$ cat src/rtl/uart_pkg.sv
// Shared constants and FSM encoding for the UART transmit queue.
package uart_pkg;

   localparam int unsigned BYTE_W         = 8;
   localparam int unsigned DEPTH_LOG2_DEF = 4;
   localparam int unsigned RETRY_WAIT_DEF = 8;
   // Transmitter edge detector needs this many low cycles between requests
   localparam int unsigned MIN_IRQ_GAP    = 3;

   typedef enum logic [1:0] {
      ST_IDLE      = 2'd0,
      ST_ISSUE     = 2'd1,
      ST_WAIT_BUSY = 2'd2,
      ST_WAIT_DONE = 2'd3
   } txq_state_e;

endpackage

$ cat src/rtl/uart_tx_queue_if.sv
// Push-side and transmitter-side signals of uart_tx_queue.
// Optional ovf_cnt_o exists only when UART_TXQ_OVF_CNT_EN is defined.
interface uart_tx_queue_if import uart_pkg::*; #(
   parameter int unsigned DEPTH_LOG2 = DEPTH_LOG2_DEF
);
   logic                push_i;
   logic [BYTE_W-1:0]   push_data_i;
   logic                full_o;
   logic                empty_o;
   logic [DEPTH_LOG2:0] level_o;
   logic                tx_irq_o;
   logic [BYTE_W-1:0]   tx_data_o;
   logic                tx_busy_i;
`ifdef UART_TXQ_OVF_CNT_EN
   logic [7:0]          ovf_cnt_o;
`endif

   modport master (
      output push_i, push_data_i, tx_busy_i,
      input  full_o, empty_o, level_o, tx_irq_o, tx_data_o
`ifdef UART_TXQ_OVF_CNT_EN
      , input ovf_cnt_o
`endif
   );

   modport slave (
      input  push_i, push_data_i, tx_busy_i,
      output full_o, empty_o, level_o, tx_irq_o, tx_data_o
`ifdef UART_TXQ_OVF_CNT_EN
      , output ovf_cnt_o
`endif
   );

endinterface

$ cat src/rtl/uart_sync_fifo.sv
// Synchronous FIFO with registered full/empty/level; head is read combinationally.
module uart_sync_fifo #(
   parameter int unsigned WIDTH      = 8,
   parameter int unsigned DEPTH_LOG2 = 4
) (
   input  logic                clk_i,
   input  logic                rst_i,
   input  logic                push_i,
   input  logic [WIDTH-1:0]    push_data_i,
   input  logic                pop_i,
   output logic [WIDTH-1:0]    head_c,
   output logic                full_o,
   output logic                empty_o,
   output logic [DEPTH_LOG2:0] level_o
);

   localparam int unsigned DEPTH = 2 ** DEPTH_LOG2;
   localparam int unsigned PTR_W = DEPTH_LOG2;
   localparam int unsigned LVL_W = DEPTH_LOG2 + 1;

   logic [WIDTH-1:0] mem_q [DEPTH];
   logic [WIDTH-1:0] mem_d [DEPTH];
   logic [PTR_W-1:0] wr_ptr_q, wr_ptr_d;
   logic [PTR_W-1:0] rd_ptr_q, rd_ptr_d;
   logic [LVL_W-1:0] level_q, level_d;
   logic             full_q, full_d;
   logic             empty_q, empty_d;
   logic             wr_en;
   logic             rd_en;

   // A push while full is dropped even if a pop frees a slot in the same cycle
   always_comb begin
      wr_en    = push_i && !full_q;
      rd_en    = pop_i && !empty_q;
      mem_d    = mem_q;
      wr_ptr_d = wr_ptr_q;
      rd_ptr_d = rd_ptr_q;
      if (wr_en) begin
         mem_d[wr_ptr_q] = push_data_i;
         wr_ptr_d        = wr_ptr_q + PTR_W'(1);
      end
      if (rd_en) begin
         rd_ptr_d = rd_ptr_q + PTR_W'(1);
      end
      level_d = level_q + LVL_W'(wr_en) - LVL_W'(rd_en);
      full_d  = (level_d == LVL_W'(DEPTH));
      empty_d = (level_d == '0);
   end

   always_ff @(posedge clk_i or posedge rst_i) begin
      if (rst_i) begin
         wr_ptr_q <= '0;
         rd_ptr_q <= '0;
         level_q  <= '0;
         full_q   <= 1'b0;
         empty_q  <= 1'b1;
      end else begin
         wr_ptr_q <= wr_ptr_d;
         rd_ptr_q <= rd_ptr_d;
         level_q  <= level_d;
         full_q   <= full_d;
         empty_q  <= empty_d;
      end
   end

   // Storage needs no reset: entries are only read after being written
   always_ff @(posedge clk_i) begin
      mem_q <= mem_d;
   end

   assign head_c  = mem_q[rd_ptr_q];
   assign full_o  = full_q;
   assign empty_o = empty_q;
   assign level_o = level_q;

endmodule

$ cat src/rtl/uart_tx_queue.sv
// Byte queue feeding a UART transmitter through a one-cycle irq handshake with retry.
// Define UART_TXQ_OVF_CNT_EN to add the saturating dropped-push counter ovf_cnt_o.
module uart_tx_queue import uart_pkg::*; #(
   parameter int unsigned DEPTH_LOG2 = DEPTH_LOG2_DEF,
   parameter int unsigned RETRY_WAIT = RETRY_WAIT_DEF
) (
   input  logic      clk_i,
   input  logic      rst_i,
   uart_tx_queue_if.slave bus
);

   // Retry period never shorter than the irq low time the transmitter needs
   localparam int unsigned RETRY_CYC = (RETRY_WAIT < MIN_IRQ_GAP) ? MIN_IRQ_GAP : RETRY_WAIT;
   localparam int unsigned CNT_W     = $clog2(RETRY_CYC);
   localparam logic [CNT_W-1:0] CNT_LAST = CNT_W'(RETRY_CYC - 1);

   txq_state_e        state_q, state_d;
   logic [BYTE_W-1:0] tx_data_q, tx_data_d;
   logic              tx_irq_q, tx_irq_d;
   logic [CNT_W-1:0]  retry_cnt_q, retry_cnt_d;
   logic              fifo_pop;
   logic [BYTE_W-1:0] fifo_head;

   uart_sync_fifo #(
      .WIDTH      (BYTE_W),
      .DEPTH_LOG2 (DEPTH_LOG2)
   ) u_fifo (
      .clk_i       (clk_i),
      .rst_i       (rst_i),
      .push_i      (bus.push_i),
      .push_data_i (bus.push_data_i),
      .pop_i       (fifo_pop),
      .head_c      (fifo_head),
      .full_o      (bus.full_o),
      .empty_o     (bus.empty_o),
      .level_o     (bus.level_o)
   );

   // tx_data only changes on a pop, so it holds from ISSUE until the next IDLE pop
   always_comb begin
      state_d     = state_q;
      tx_data_d   = tx_data_q;
      retry_cnt_d = retry_cnt_q;
      fifo_pop    = 1'b0;
      case (state_q)
         ST_IDLE: begin
            if (!bus.empty_o && !bus.tx_busy_i) begin
               fifo_pop  = 1'b1;
               tx_data_d = fifo_head;
               state_d   = ST_ISSUE;
            end
         end
         ST_ISSUE: begin
            retry_cnt_d = '0;
            state_d     = ST_WAIT_BUSY;
         end
         ST_WAIT_BUSY: begin
            if (bus.tx_busy_i) begin
               state_d = ST_WAIT_DONE;
            end else if (retry_cnt_q == CNT_LAST) begin
               state_d = ST_ISSUE;
            end else begin
               retry_cnt_d = retry_cnt_q + CNT_W'(1);
            end
         end
         ST_WAIT_DONE: begin
            if (!bus.tx_busy_i) begin
               state_d = ST_IDLE;
            end
         end
         default: state_d = ST_IDLE;
      endcase
      tx_irq_d = (state_d == ST_ISSUE);
   end

   always_ff @(posedge clk_i or posedge rst_i) begin
      if (rst_i) begin
         state_q     <= ST_IDLE;
         tx_data_q   <= '0;
         tx_irq_q    <= 1'b0;
         retry_cnt_q <= '0;
      end else begin
         state_q     <= state_d;
         tx_data_q   <= tx_data_d;
         tx_irq_q    <= tx_irq_d;
         retry_cnt_q <= retry_cnt_d;
      end
   end

   assign bus.tx_irq_o  = tx_irq_q;
   assign bus.tx_data_o = tx_data_q;

`ifdef UART_TXQ_OVF_CNT_EN
   logic [7:0] ovf_cnt_q, ovf_cnt_d;

   // Counts pushes rejected by a full queue, saturating
   always_comb begin
      ovf_cnt_d = ovf_cnt_q;
      if (bus.push_i && bus.full_o && (ovf_cnt_q != 8'hFF)) begin
         ovf_cnt_d = ovf_cnt_q + 8'd1;
      end
   end

   always_ff @(posedge clk_i or posedge rst_i) begin
      if (rst_i) begin
         ovf_cnt_q <= '0;
      end else begin
         ovf_cnt_q <= ovf_cnt_d;
      end
   end

   assign bus.ovf_cnt_o = ovf_cnt_q;
`endif

endmodule

$ cat src/flat_wrapper.sv
// flat-port wrapper written by rule: the top's interface ports become plain ports
module uart_tx_queue_flat import uart_pkg::*;
#(
   parameter int unsigned DEPTH_LOG2 = DEPTH_LOG2_DEF,
   parameter int unsigned RETRY_WAIT = RETRY_WAIT_DEF
)
  (clk_i, rst_i, bus_push_i, bus_push_data_i, bus_tx_busy_i, bus_full_o, bus_empty_o, bus_level_o, bus_tx_irq_o, bus_tx_data_o);
  uart_tx_queue_if #(.DEPTH_LOG2(DEPTH_LOG2)) bus_i ();
  input  logic clk_i;
  input  logic rst_i;
  input wire logic [$bits(bus_i.push_i)-1:0] bus_push_i;
  input wire logic [$bits(bus_i.push_data_i)-1:0] bus_push_data_i;
  input wire logic [$bits(bus_i.tx_busy_i)-1:0] bus_tx_busy_i;
  output wire logic [$bits(bus_i.full_o)-1:0] bus_full_o;
  output wire logic [$bits(bus_i.empty_o)-1:0] bus_empty_o;
  output wire logic [$bits(bus_i.level_o)-1:0] bus_level_o;
  output wire logic [$bits(bus_i.tx_irq_o)-1:0] bus_tx_irq_o;
  output wire logic [$bits(bus_i.tx_data_o)-1:0] bus_tx_data_o;
  assign bus_i.push_i = bus_push_i;
  assign bus_i.push_data_i = bus_push_data_i;
  assign bus_i.tx_busy_i = bus_tx_busy_i;
  assign bus_full_o = bus_i.full_o;
  assign bus_empty_o = bus_i.empty_o;
  assign bus_level_o = bus_i.level_o;
  assign bus_tx_irq_o = bus_i.tx_irq_o;
  assign bus_tx_data_o = bus_i.tx_data_o;
  uart_tx_queue #(.DEPTH_LOG2(DEPTH_LOG2), .RETRY_WAIT(RETRY_WAIT)) u_core (.clk_i(clk_i), .rst_i(rst_i), .bus(bus_i));
endmodule
$ cat config.mk
export PLATFORM = sky130hd
export DESIGN_NAME = uart_tx_queue_flat
export DESIGN_NICKNAME = d
export VERILOG_FILES = /design/src/rtl/uart_pkg.sv /design/src/rtl/uart_tx_queue_if.sv /design/src/rtl/uart_sync_fifo.sv /design/src/rtl/uart_tx_queue.sv /design/src/flat_wrapper.sv
export SDC_FILE = /design/constraint.sdc
export NUM_CORES = 1
export LEC_CHECK = 0
export BUFFER_PORTS_ARGS = -buffer_cell sky130_fd_sc_hd__buf_2
export CORE_MARGIN = 1.5
export CORE_UTILIZATION = 50
export DETAILED_ROUTE_END_ITERATION = 6
export HOLD_SLACK_MARGIN = 0.02
export PLACE_DENSITY = 0.7
export REMOVE_ABC_BUFFERS = 1
export SLEW_MARGIN = 40
export SYNTH_ARGS = -nofsm -noshare
export SYNTH_HDL_FRONTEND = slang
export SYNTH_SLANG_ARGS = --single-unit
$ cat constraint.sdc
create_clock -name clk_i -period 2.9 [get_ports clk_i]
set_input_delay 0.58 -clock clk_i [delete_from_list [all_inputs] [get_ports clk_i]]
set_output_delay 0.58 -clock clk_i [all_outputs]
set_load 0.05 [all_outputs]
### Yosys cells after proc, flatten, opt, wreduce, memory -nomap -nowiden

Index checks and enable logic that the tools add are counted.

* eq/ne operators: 8
* bitwise gates (word level): 2
* muxes and demuxes: 16
* reductions and logical operators: 12
* add/sub/neg operators: 5
* magnitude comparators: 3

Operators with widths (number)
* bitwise mux 128 bit: 1
* binary-select mux 8 bit (select 4 bit): 1
* demux 8 bit (select 4 bit): 1
* 2-to-1 mux 8 bit: 3
* greater-or-equal comparator 5 bit (second input constant): 2
* inverter 4 -> 5 bit: 2
* adder 4 x 1 -> 4 bit (second input constant): 2
* 2-to-1 mux 2 bit: 4
* case mux 2 bit (4 select lines): 1
* 2-to-1 mux 3 bit: 2
* case mux 3 bit (2 select lines): 1
* adder 5 x 1 -> 5 bit: 1
* == test 5 bit (second input constant): 1
* logical NOT 5 bit: 1
* less-than comparator 5 x 1 -> 1 bit (second input constant): 1
* subtractor 5 x 1 -> 5 bit: 1
* == test 2 x 1 -> 1 bit (second input constant): 2
* == test 2 bit (second input constant): 2
* logical AND 1 bit: 4
* inequality test 2 bit (second input constant): 2
* adder 3 x 1 -> 3 bit (second input constant): 1
* == test 3 bit (second input constant): 1
* logical NOT 1 bit: 3
* AND reduction 3 bit: 1
* other kinds (4): 5

* output and inout port bits: 16
* flip-flop bits (word level): 157
* word-level logic and storage cells: 71
* input bits: 12

### Depth between registers and ports, before layout

* depth in word-level cells: 7
* mapped depth: 13

### By module

Synthesis repeated with hierarchy kept, for this count alone.

* cells, all modules: 374
* area, all modules: 6465.0 µm²

By module, submodules not included
* uart_sync_fifo: seq. area each 4220.3 µm², area an instance 5836.8 µm², cells an instance 324, instances 1
* uart_tx_queue: seq. area each 350.3 µm², area an instance 628.1 µm², cells an instance 50, instances 1

### Least setup slack after synthesis

No wires, ideal clock.

* path kind: flip-flop to flip-flop
* start point: reg u_core.u_fifo.empty_q (netlist: u_core.u_fifo.empty_o)
* end point: reg u_core.u_fifo.full_q (netlist: u_core.u_fifo.full_o)
* clock period less this slack: 2714 ps
* setup slack: 186 ps
* setup time: 101 ps
* data required time: 2799 ps
* arrival: 2613 ps
* cell stages (with the launch flop): 13
* path buffers: 0
* cell sequence: dfstp_2 -> nor2_1 -> nand2_1 -> clkinv_1 -> ha_1 -> inv_1 -> ha_1 -> inv_1 -> fa_1 -> nor2b_1 -> o21ai_0 -> and3_1 -> nor4_1

* cells in the longest elaborated chain, start to end: 7

RTL lines
* start, declared: line uart_sync_fifo.sv:27 `logic empty_q, empty_d;`
* start signal, assigned: line uart_sync_fifo.sv:62 `empty_q <= empty_d;`
* logical NOT 1 bit (*): line uart_sync_fifo.sv:34, uart_tx_queue.sv:47
* logical AND 1 bit: line uart_tx_queue.sv:47 `if (!bus.empty_o && !bus.tx_busy_i) begin`
* 2-to-1 mux 1 bit: line uart_tx_queue.sv:47
* 2-to-1 mux 1 bit: line uart_tx_queue.sv:45 `case (state_q)`
* logical AND 1 bit (*): line uart_sync_fifo.sv:34 `rd_en = pop_i && !empty_q;`
* named net u_core.u_fifo.rd_en: line uart_sync_fifo.sv:29 `logic rd_en;`
* subtractor 5 x 1 -> 5 bit (*): line uart_sync_fifo.sv:45 `level_d = level_q + LVL_W'(wr_en) - LVL_W'(rd_en);`
* == test 5 bit (*): line uart_sync_fifo.sv:46 `full_d = (level_d == LVL_W'(DEPTH));`
* named net u_core.u_fifo.full_d: line uart_sync_fifo.sv:26 `logic full_q, full_d;`
* end signal, assigned: line uart_sync_fifo.sv:61 `full_q <= full_d;`
* end, declared: line uart_sync_fifo.sv:26

Mark *: on every way through the listed nets, which the timed path passes. The rest lies on a longest branch.
A chain may end at the register's enable or synchronous reset.

### Worst setup path in the final report

Same ends and word-level chain as after synthesis.

==> flow_metrics.tcl <==
set metrics [dict create \
    grt-ovfl-total 0 \
    die_w_um 117 \
    vias 3143 \
    drive_gt1_frac 0.195 \
    dpl_cell_area_um2 6770 \
    h-tree-depth 4 \
    initial_utilization 0.514 \
    synth_area_um2 6510 \
    cts_root_buf "clkbuf_16" \
    gp_congestion 0.768 \
    ys_warn_count 0 \
    crit_end "u_core.u_fifo.full_o" \
    drtIter0Drc 165 \
    cp.arrival_ns 2.94 \
    path_depth 12 \
    post-route-period-util 0.909 \
    avgViaCountPerCell 5.49 \
    r2r_cells 12 \
    finalInstanceArea_um2 7350 \
    crit_family "adder cells" \
    min_period_ns 2.64 \
    diodes 0 \
    routedWlPerCell_um 20.1 \
    vdd_ir_drop_max_mv 0.630 \
    max_freq_mhz 379 \
    cts_tree "done" \
    grt_max_degree 36 \
    post-route-drc-count 0 \
    cts_buffers 17 \
    slowest_stage "dfstp_2" \
    reg2reg_to "u_core.u_fifo.full_o" \
    ys_async_sr_fraction 0.185 \
    leakage_nw 2.68 \
    hold_class "input port to async pin" \
    finalNetCount 412 \
    synth.avg_cell_area_um2 18.6 \
    cts_setup_buffers 0 \
    clock_latency_ns 0.41 \
    core_um2 12700 \
    drt_wl_total_um 11500 \
    dp_hpwl_um 7380 \
    critPathKind "flop to flop" \
    worst_clock_skew_ns 0.0100 \
    whs_ns 0.233 \
    grt_pass1_wl_um 17900 \
    power_density_nw_per_um2 994 \
    final_antenna_net_count 0 \
    finalMaxSlewViolations 0 \
    clock_sinks 157 \
    ios 28 \
    cap_violations 0 \
    die-height_um 117 \
    slew_headroom 0.588 \
    critPathBufInv 3 \
    die_area_um2 13700 \
    yosysSeqAreaShare 0.702 \
    cp_max_fo 4 \
    required_ns 3.20 \
    antenna_found_initial 0 \
    synth_seq_cells 157 \
    finalSetupViolCount 0 \
    drt_pass1_iterations 4 \
    path_cells "nor2_1, nand2_1, clkinv_1, ha_1, inv_1, ha_1, inv_1, fa_1, nor2b_1, o21ai_0, and3_1, nor4_1" \
    worst_pin_slew_ns 0.617 \
    synth-edff-count 128 \
    crit_path_end_kind "flop" \
    grt_setup_unrepaired "no" \
    grt_pass1_vias 3243 \
    area_growth_syn_to_layout_pct 13.0 \
    synthCells 349 \
    synthFlopType "edfxtp_1" \
    row_count 41 \
    startpoint "u_core.u_fifo.empty_o" \
    clockBufferDepth 2 \
    nFillCells 953 \
    status "complete, no violations" \
    hold_viol 0 \
    ys_types 42 \
    path_clk_slew_ns 0.06 \
    grt_util_all_layers 0.189 \
    slowest_delay_ns 0.54 \
    reg2reg_slack_ns 0.26 \
    worstReg2RegStart "u_core.u_fifo.empty_o" \
    port_buffers 27 \
    worstSetupStartpointType "flop" \
]
-- synthesized netlist by cell type (all sizes together), types with 2 or more instances --
master / number / area, µm²
edfxtp: 128 / 3840
clkbuf: 4 / 45.0
and2: 16 / 100
buf: 11 / 114
nor2: 9 / 33.8
o22ai: 6 / 37.5
nor3: 2 / 10.0
xor2: 2 / 17.5
ha: 12 / 150
inv: 12 / 45.0
nand2: 15 / 56.3
a21o: 8 / 60.1
or3: 2 / 12.5
nor2b: 5 / 31.3
and3: 2 / 12.5
a22o: 3 / 26.3
nor3b: 3 / 22.5
mux2i: 16 / 160
dfrtp: 28 / 701
a21oi: 5 / 25.0
xnor2: 7 / 61.3
nand4: 3 / 18.8
mux4: 30 / 758
o21ai: 5 / 25.0
nor4: 4 / 25.0
-- where the power goes --
part           internal, mW  switching, mW  leakage (nW)
logic                 0.874           1.09         0.895
clock network          1.32          0.840         0.274
registers              2.82          0.376          1.51
total                  5.01           2.30          2.68
-- logic make-up (layout without fill, tap and decap cells) --
kind of cell / Yosys count / count (layout) / share of synthesized area
compound gates: 31 / 31 / 0.0317
xor+xnor: 9 / 9 / 0.0121
fa+ha+maj: 13 / 13 / 0.0261
buf+inv: 28 / 79 / 0.0319
flops: 157 / 157 / 0.702
mux: 47 / 47 / 0.143
simple gates: 64 / 64 / 0.0529
-- cell usage in the layout, fill, tap and decap left out, drive strengths merged --
cell type    n
dfrtp       28
clkinv       5
ha          12
nor2b        5
edfxtp     128
o22ai        6
mux4        30
clkbuf      23
nand3        1
nor4         4
fa           1
nor3b        3
o211ai       1
nor2         9
a2111oi      1
nand4        3
inv         12
o21ai        5
a21oi        5
buf         34
or3          2
mux2         1
a21boi       1
nand3b       1
nand2       15
nor3         2
a22o         3
and2        16
bufinv       2
a21o         8
mux2i       16
clkinvlp     3
dfstp        1
nand2b       1
and3         2
xnor2        7
xor2         2
a211o        1
-- final cells by class --
| cell class | count | area (µm²) | area share |
|---|---|---|---|
| clock buffer | 23 | 468 | 0.0636 |
| clock inverter | 9 | 114 | 0.0155 |
| inverter | 13 | 48.8 | 0.00663 |
| multi-input combinational | 164 | 1730 | 0.235 |
| sequential | 157 | 4580 | 0.623 |
| tap | 172 | 215 | 0.0293 |
| timing repair buffer | 34 | 200 | 0.0272 |
-- sequential cells by signal, summed over array words and instances (netlist names) --
| register | cells |
|---|---|
| u_core.u_fifo.mem_q | 128 |
| u_core.bus.tx_data_o | 8 |
| u_core.u_fifo.level_o | 5 |
| u_core.u_fifo.rd_ptr_q | 4 |
| u_core.u_fifo.wr_ptr_q | 4 |
| u_core.retry_cnt_q | 3 |
| u_core.state_q | 2 |
| u_core.bus.tx_irq_o | 1 |
| u_core.u_fifo.empty_o | 1 |
| u_core.u_fifo.full_o | 1 |
-- routing by layer --
layer	track usage	up-vias	part of all wire
met1	0.254	1606	0.44
li1	-	1453	-
met3	0.0510	9	0.046
met5	0	-	0
met4	0.0803	0	0.0097
met2	0.296	75	0.50
-- per-stage QoR --
step / total power, mW / util / setup TNS (ns) / setup slack [ns] / cells
floorplan: 4.61 / - / -0.00926 / -0.00492 / 334
global placement: 5.15 / 0.534 / 0 / 0.248 / 540
detailed placement: 5.22 / 0.534 / 0 / 0.115 / 540
CTS: 7.38 / 0.580 / 0 / 0.282 / 572
global route: 7.66 / 0.580 / 0 / 0.0119 / 572
finish: 7.31 / 0.580 / 0 / 0.264 / 572
-- worst min-delay path by stage --
| stage | start | to | slack [ns] |
|---|---|---|---|
| CTS | rst_i | u_core.u_fifo.level_o[0] | 0.23 |
| global placement | u_core.bus.tx_data_o[5] | u_core.bus.tx_data_o[5] | 0.46 |
| detailed placement | u_core.bus.tx_data_o[2] | u_core.bus.tx_data_o[2] | 0.46 |
| global route | rst_i | u_core.u_fifo.level_o[2] | 0.26 |
| finish | rst_i | u_core.u_fifo.level_o[2] | 0.23 |
| floorplan | u_core.u_fifo.wr_ptr_q[3] | u_core.u_fifo.wr_ptr_q[3] | 0.49 |
-- timing repair --
action,in CTS,in global routing
resized for setup,0,2
setup endpoints to repair,0,1
hold buffers,0,0
-- worst register-to-register path: stages, from the launching register on --
cell and delay [ns]:
dfstp_2 0.54, nor2_1 0.05, nand2_1 0.08, clkinv_1 0.10, ha_1 0.28, inv_1 0.07
ha_1 0.16, inv_1 0.06, fa_1 0.40, nor2b_1 0.12, o21ai_0 0.14, and3_1 0.24
nor4_1 0.30
(Power assumes the default switching activity.)
